### config.mk
export PLATFORM = sky130hd
export DESIGN_NAME = reg_file
export DESIGN_NICKNAME = d
export VERILOG_FILES = /design/src/rtl/reg_file_pkg.sv /design/src/rtl/reg_file.sv
export SDC_FILE = /design/constraint.sdc
export NUM_CORES = 2
export LEC_CHECK = 0
export ABC_AREA = 1
export CAP_MARGIN = 15
export CORE_UTILIZATION = 30
export CTS_BUF_LIST = sky130_fd_sc_hd__clkbuf_8
export CTS_CLUSTER_SIZE = 12
export DETAILED_ROUTE_END_ITERATION = 12
export RECOVER_POWER = 100
export SLEW_MARGIN = 20
export SYNTH_ARGS = -nofsm -noshare
export SYNTH_HDL_FRONTEND = slang
export SYNTH_SLANG_ARGS = --single-unit
### constraint.sdc
create_clock -name clk -period 49.9 [get_ports clk]
set_input_delay 7.485 -clock clk [delete_from_list [all_inputs] [get_ports clk]]
set_output_delay 7.485 -clock clk [all_outputs]
set_load 0.005 [all_outputs]
### src/rtl/reg_file_pkg.sv
// reg_file_pkg: shared cpu datapath widths and architectural register indices
package reg_file_pkg;
   localparam int ADDR_W = 5;
   localparam int DATA_W = 32;
   localparam int ZERO   = 0;
   localparam int A0     = 10;
endpackage

### src/rtl/reg_file.sv
// reg_file: 2**ADDRESS_WIDTH x DATA_WIDTH register file, two async reads, one write, optional forwarding
module reg_file
   import reg_file_pkg::*;
#(
   parameter int ADDRESS_WIDTH = ADDR_W,
   parameter int DATA_WIDTH    = DATA_W,
   parameter int BYPASS        = 1
) (
   input  logic                     clk,
   input  logic                     rst,
   input  logic [ADDRESS_WIDTH-1:0] AD1,
   input  logic [ADDRESS_WIDTH-1:0] AD2,
   input  logic [ADDRESS_WIDTH-1:0] AD3,
   input  logic                     WE3,
   input  logic [DATA_WIDTH-1:0]    WD3,
   output logic [DATA_WIDTH-1:0]    RD1,
   output logic [DATA_WIDTH-1:0]    RD2,
   output logic [DATA_WIDTH-1:0]    a0
);
   localparam int DEPTH = 2 ** ADDRESS_WIDTH;
   localparam logic [ADDRESS_WIDTH-1:0] ZERO_IDX = ADDRESS_WIDTH'(ZERO);
   localparam logic [ADDRESS_WIDTH-1:0] A0_IDX   = ADDRESS_WIDTH'(A0);
   logic [DATA_WIDTH-1:0] r_regs [DEPTH];
   logic                  w_wr;
   // x0 is never written, so it stays at its reset value of zero forever
   assign w_wr = WE3 && !rst && AD3 != ZERO_IDX;
   // storage: async clear on reset, single write port otherwise
   always_ff @(posedge clk or posedge rst)
      if (rst) for (int i = 0; i < DEPTH; i++) r_regs[i] <= '0;
      else if (w_wr) r_regs[AD3] <= WD3;
   assign a0 = r_regs[A0_IDX];
   generate
      if (BYPASS != 0) begin : g_byp
         // w_wr already excludes x0 and reset, so forwarding never leaks into those cases
         assign RD1 = (w_wr && AD3 == AD1) ? WD3 : r_regs[AD1];
         assign RD2 = (w_wr && AD3 == AD2) ? WD3 : r_regs[AD2];
      end else begin : g_nobyp
         assign RD1 = r_regs[AD1];
         assign RD2 = r_regs[AD2];
      end
   endgenerate
endmodule

Word-level counts from Yosys, hierarchy flattened
Cells that the tools add are included.

Register bits after elaboration: 1024. Output and inout bits: 96.

$lt $le $gt $ge: 4. Eq/ne operators: 2. Multiplexer cells: 11. Bitwise logic cells: 3. Reductions and logical operators: 7.

Operators with widths (count): 1024-bit bitwise mux (1); 32-bit binary-select mux with 5-bit select (2); 32-bit two-way mux (7); 32-bit demux with 5-bit select (1); 6-bit greater-or-equal comparator, second input constant (3); 5-bit NOT with 6-bit output (3); 5-bit == test (2); 6-bit by 1-bit less-than comparator with 1-bit output, second input constant (1); 1-bit logical AND (5); 5-bit nonzero test (1); 1-bit logical NOT (1).

Longest topological paths before layout
Word-level depth: 6. Gate-level depth with buffers: 13. Depth with buffers taken out: 9.

Worst setup path after synthesis
Ideal clock, no wire load.

Path kind: input to output. From: input port AD2[0]. To: output port RD2[13]. Arrival time: 8.798 ns. Data required time: 42.415 ns. Slack: 33.617 ns. Stages on the path: 13. Cells stage by stage: buf_2 > inv_1 > buf_2 > buf_2 > buf_1 > nand2_1 > nand3_1 > nand3_1 > nand2_1 > nand2_1 > nand3_1 > nand3_1 > nand2_1.

Cells in the longest elaborated chain, start to end: 5. Elaborated cells between the ends (all ways): 7. Those cells by class: eq/ne: 1; mux: 4; bitwise: 1; reduce/logical: 1.

Ends and longest elaborated chain: start, declared (line reg_file.sv:12) `input logic [ADDRESS_WIDTH-1:0] AD2,`; 5-bit NOT with 6-bit output (not written as such) (line reg_file.sv:36) `assign RD2 = (w_wr && AD3 == AD2) ? WD3 : r_regs[AD2];`; 32-bit binary-select mux with 5-bit select (line reg_file.sv:36); 32-bit two-way mux (not written as such) (2 in series) (line reg_file.sv:36); 32-bit two-way mux (*) (line reg_file.sv:36); end, declared (line reg_file.sv:17) `output logic [DATA_WIDTH-1:0] RD2,`.

Every way passes the cells marked *; elsewhere a longest branch is shown, timed or not. The select of a mux whose other input is x is not followed.

==> run metrics <==
fraction of the cycle the final worst path needs 0.505; overall die width 440 um; clock latency reported for the late side of the worst-skew pair 0.91 ns; clock transition time at the flip-flop clock pins of the worst setup and hold paths 0.06 ns; normalized max-slew margin -4.79; CTS HTree Levels 4; stage delay of the slowest cell on the critical path 6.27 ns; power density cells 35.6 nW/um^2; initial core utilization 0.302; share of synthesized area spent on multiplexers 0; final HPWL from detailed placement 123,000 um; number of buffers inserted by post-CTS setup repair 0; Final Critical Period 25.20 ns; worst path cell trace dlygate4sd3_1 -> clkinvlp_2 -> clkbuf_1 -> clkbuf_1 -> clkbuf_1; maximum vdd drop 0.0232 mV; count of antenna-violating nets left after detailed routing 0; Clk Tree Root Cell sky130_fd_sc_hd__clkbuf_8; count of clock tree sinks 1,024; net count after synthesis 8,437; Post-Syn Area 57,500 um^2; Total Die Area 193,000 um^2; synthesized area divided by synthesized cell count 6.86 um^2; Tot GR Track Use 0.240; number of synthesized register bits 1,024; growth of design area from synthesis to finish 8.69%; total buffers and inverters traversed by the critical path 5; post-CTS sizing 0; Final Setup Violations 0; number of input and output port buffers inserted 145; setup total negative slack 0 ns; crit-path most repeated cell sky130_fd_sc_hd__clkbuf_1; fraction of final layout cells with drive strength greater than 1 0.0401; final slew viol count 2,998; Final GP Congestion 0.891; vias per std cell 5.53; Post-Syn Instances 8,387; placement row count 160; Required @ worst endpoint 49.84 ns; number of different library cells in the post-synthesis netlist 27; CTS hold repair buffers 0; post-synthesis adder-cell area fraction 0; worst-case clock buffer depth 3; count of synthesis-stage warnings from yosys 0; mean routed wirelength per cell 22.4 um; DRC errors left 0; share of the yosys chip area belonging to registers 0.446; number of inserted filler cells in the final layout 20,300; Critical Setup Path Class in -> async; arrival time of data at the critical path endpoint 25.14 ns; io pins 146; violations in the final reports max-capacitance violations, max-slew violations; skew final 0 ns; XOR/XNOR Fraction of Synth Area 0.00152; complex-gate fraction of the synthesized area 0.0874; DRC violation total after the first TritonRoute iteration 7,719; max-cap violations 51; measured slew at the worst slew-check pin 8.69 ns; first-pass iteration count of the detailed router 7; cell area after layout 62,500 um^2; combinational family with the most area after synthesis simple AND/OR/NAND/NOR gates; area of the core 190,000 um^2; Worst path top cell family by delay buffers and inverters; vias after detailed routing 58,800; total global routing overflow 0; Routed WL 238,000 um; Critical Path Slowest Stage Cell sky130_fd_sc_hd__clkbuf_1; antenna violations before repair 10; clock tree from TritonCTS built; number of hold violations in the final report 0; wire length of the first global-routing pass 357,000 um; primary flip-flop cell chosen by synthesis mapping sky130_fd_sc_hd__dfrtp_1; Synth async-reset ratio 1.00; kind of capture point of the worst setup path asynchronous set/reset pin; status finished with violations; vias in the first global route 55,800; simple logic cell fraction of the synthesized area 0.400; maximum number of pins on one net before global-route repair 190; cell area after placement 59,500 um^2; unrepaired setup endpoints after global routing false; floorplan die height 440 um; Inserted Clock Buffers 169; layout net count 8,036; HP Class reg -> reg; largest fanout of any net on the critical path 160; static leakage 28.3 nW; achievable clock frequency 0.0397 GHz; Post-synth EDFFs 0; Setup crit start kind primary input
[synthesized netlist by cell type, types with 2 or more instances]
library cell / instances / area, um^2
sky130_fd_sc_hd__nand2_1: 3417 / 12800
sky130_fd_sc_hd__nand3_1: 1778 / 8900
sky130_fd_sc_hd__dfrtp_1: 1024 / 25600
sky130_fd_sc_hd__o21ai_0: 709 / 3550
sky130_fd_sc_hd__clkbuf_1: 502 / 1880
sky130_fd_sc_hd__nor2_1: 216 / 811
sky130_fd_sc_hd__a21oi_1: 210 / 1050
sky130_fd_sc_hd__buf_2: 187 / 936
sky130_fd_sc_hd__o21ai_1: 85 / 425
sky130_fd_sc_hd__inv_1: 71 / 267
sky130_fd_sc_hd__buf_1: 69 / 259
sky130_fd_sc_hd__buf_4: 49 / 368
sky130_fd_sc_hd__nand2_2: 18 / 113
sky130_fd_sc_hd__nor3_4: 8 / 130
sky130_fd_sc_hd__nand2_4: 7 / 78.8
sky130_fd_sc_hd__inv_2: 6 / 22.5
sky130_fd_sc_hd__xor2_1: 6 / 52.6
sky130_fd_sc_hd__nor2_2: 5 / 31.3
sky130_fd_sc_hd__nor2_4: 5 / 56.3
sky130_fd_sc_hd__xnor2_1: 4 / 35.0
sky130_fd_sc_hd__clkinv_1: 2 / 7.51
sky130_fd_sc_hd__nand3b_1: 2 / 15.0
sky130_fd_sc_hd__nor3_1: 2 / 10.0
sky130_fd_sc_hd__nor4_2: 2 / 25.0
[cell type report]
class	instances	area, um^2	share of cell area
flip-flops and latches	1024	25600	0.410
diodes	9	22.5	0.000360
well taps	2511	3140	0.0503
clock inverters	82	388	0.00620
inverters	80	345	0.00552
repair buffers	235	2060	0.0330
clock buffers	212	2920	0.0467
multi-input cells	6476	28000	0.448
[power breakdown]
| group | leakage, nW | internal (W) | total (W) | switching, W |
|---|---|---|---|---|
| combinational | 12.9 | 0.000148 | 0.000426 | 0.000278 |
| sequential | 13.5 | 0.000949 | 0.00105 | 0.0000973 |
| clock | 1.93 | 0.000385 | 0.000751 | 0.000366 |
[kinds of logic after synthesis]
group                  Yosys count
XOR/XNOR                        10
flip-flops                    1024
buffers and inverters          887
AND/OR/NAND/NOR               5462
AO/OA/AOI/OAI                 1004
[layer usage]
| layer | vias to the layer above | track usage | part of all wire |
|---|---|---|---|
| met5 | - | 0 | 0.00011 |
| met4 | 4 | 0.145 | 0.066 |
| met3 | 846 | 0.0472 | 0.10 |
| met2 | 3655 | 0.378 | 0.44 |
| met1 | 27800 | 0.304 | 0.39 |
| li1 | 26500 | - | - |
[worst reg2reg max path: stages, from the launching register on]
cell	delay (ns)
sky130_fd_sc_hd__dfrtp_1	0.56
sky130_fd_sc_hd__nor2_1	0.09
sky130_fd_sc_hd__a21oi_1	0.24
[path summary, 6_finish.rpt]
| path | start | to | slack (ns) | cells after the start |
|---|---|---|---|---|
| max | rst | r_regs[460] | 24.70 | 5 |
| min | r_regs[1004] | r_regs[1004] | 0.40 | 0 |
| max reg2reg | a0[4] | a0[4] | 48.90 | 2 |
| min reg2reg | r_regs[1004] | r_regs[1004] | 0.40 | 0 |
| max in group clk | AD3[2] | RD1[25] | 27.24 | 11 |
| min in group asynchronous | rst | r_regs[649] | 8.78 | 2 |
[cell usage in the layout, fill, tap and decap left out, types with 7 or more instances in the layout]
cell type and count:
sky130_fd_sc_hd__nor2_1 224, sky130_fd_sc_hd__clkbuf_8 212, sky130_fd_sc_hd__o21ai_0 787, sky130_fd_sc_hd__nand2_2 9, sky130_fd_sc_hd__o21ai_1 7, sky130_fd_sc_hd__clkdlybuf4s50_1 40, sky130_fd_sc_hd__buf_12 7, sky130_fd_sc_hd__diode_2 9
sky130_fd_sc_hd__nand2_1 3432, sky130_fd_sc_hd__inv_1 121, sky130_fd_sc_hd__dlygate4sd3_1 95, sky130_fd_sc_hd__nand3_1 1779, sky130_fd_sc_hd__a21oi_1 210, sky130_fd_sc_hd__clkbuf_1 44, sky130_fd_sc_hd__dfrtp_1 1024, sky130_fd_sc_hd__buf_4 40
sky130_fd_sc_hd__clkinv_2 15
[state kept, by name, indices dropped and copies added (netlist names)]
register  cells
r_regs      992
a0           32
[per-stage QoR]
stage / cells / util / power [W] / hold slack (ns) / setup WS [ns]
3_3_place_gp: 10300 / 0.313 / 0.00147 / 0.385 / 30.00
5_1_grt: 10600 / 0.328 / 0.00233 / 0.411 / 21.27
3_5_place_dp: 10300 / 0.313 / 0.00148 / 0.388 / 30.04
2_1_floorplan: 8387 / - / 0.00134 / 0.450 / 13.60
4_1_cts: 10600 / 0.330 / 0.00223 / 0.403 / 30.04
6_report: 10600 / 0.328 / 0.00222 / 0.401 / 24.70
(Power assumes the default switching activity.)
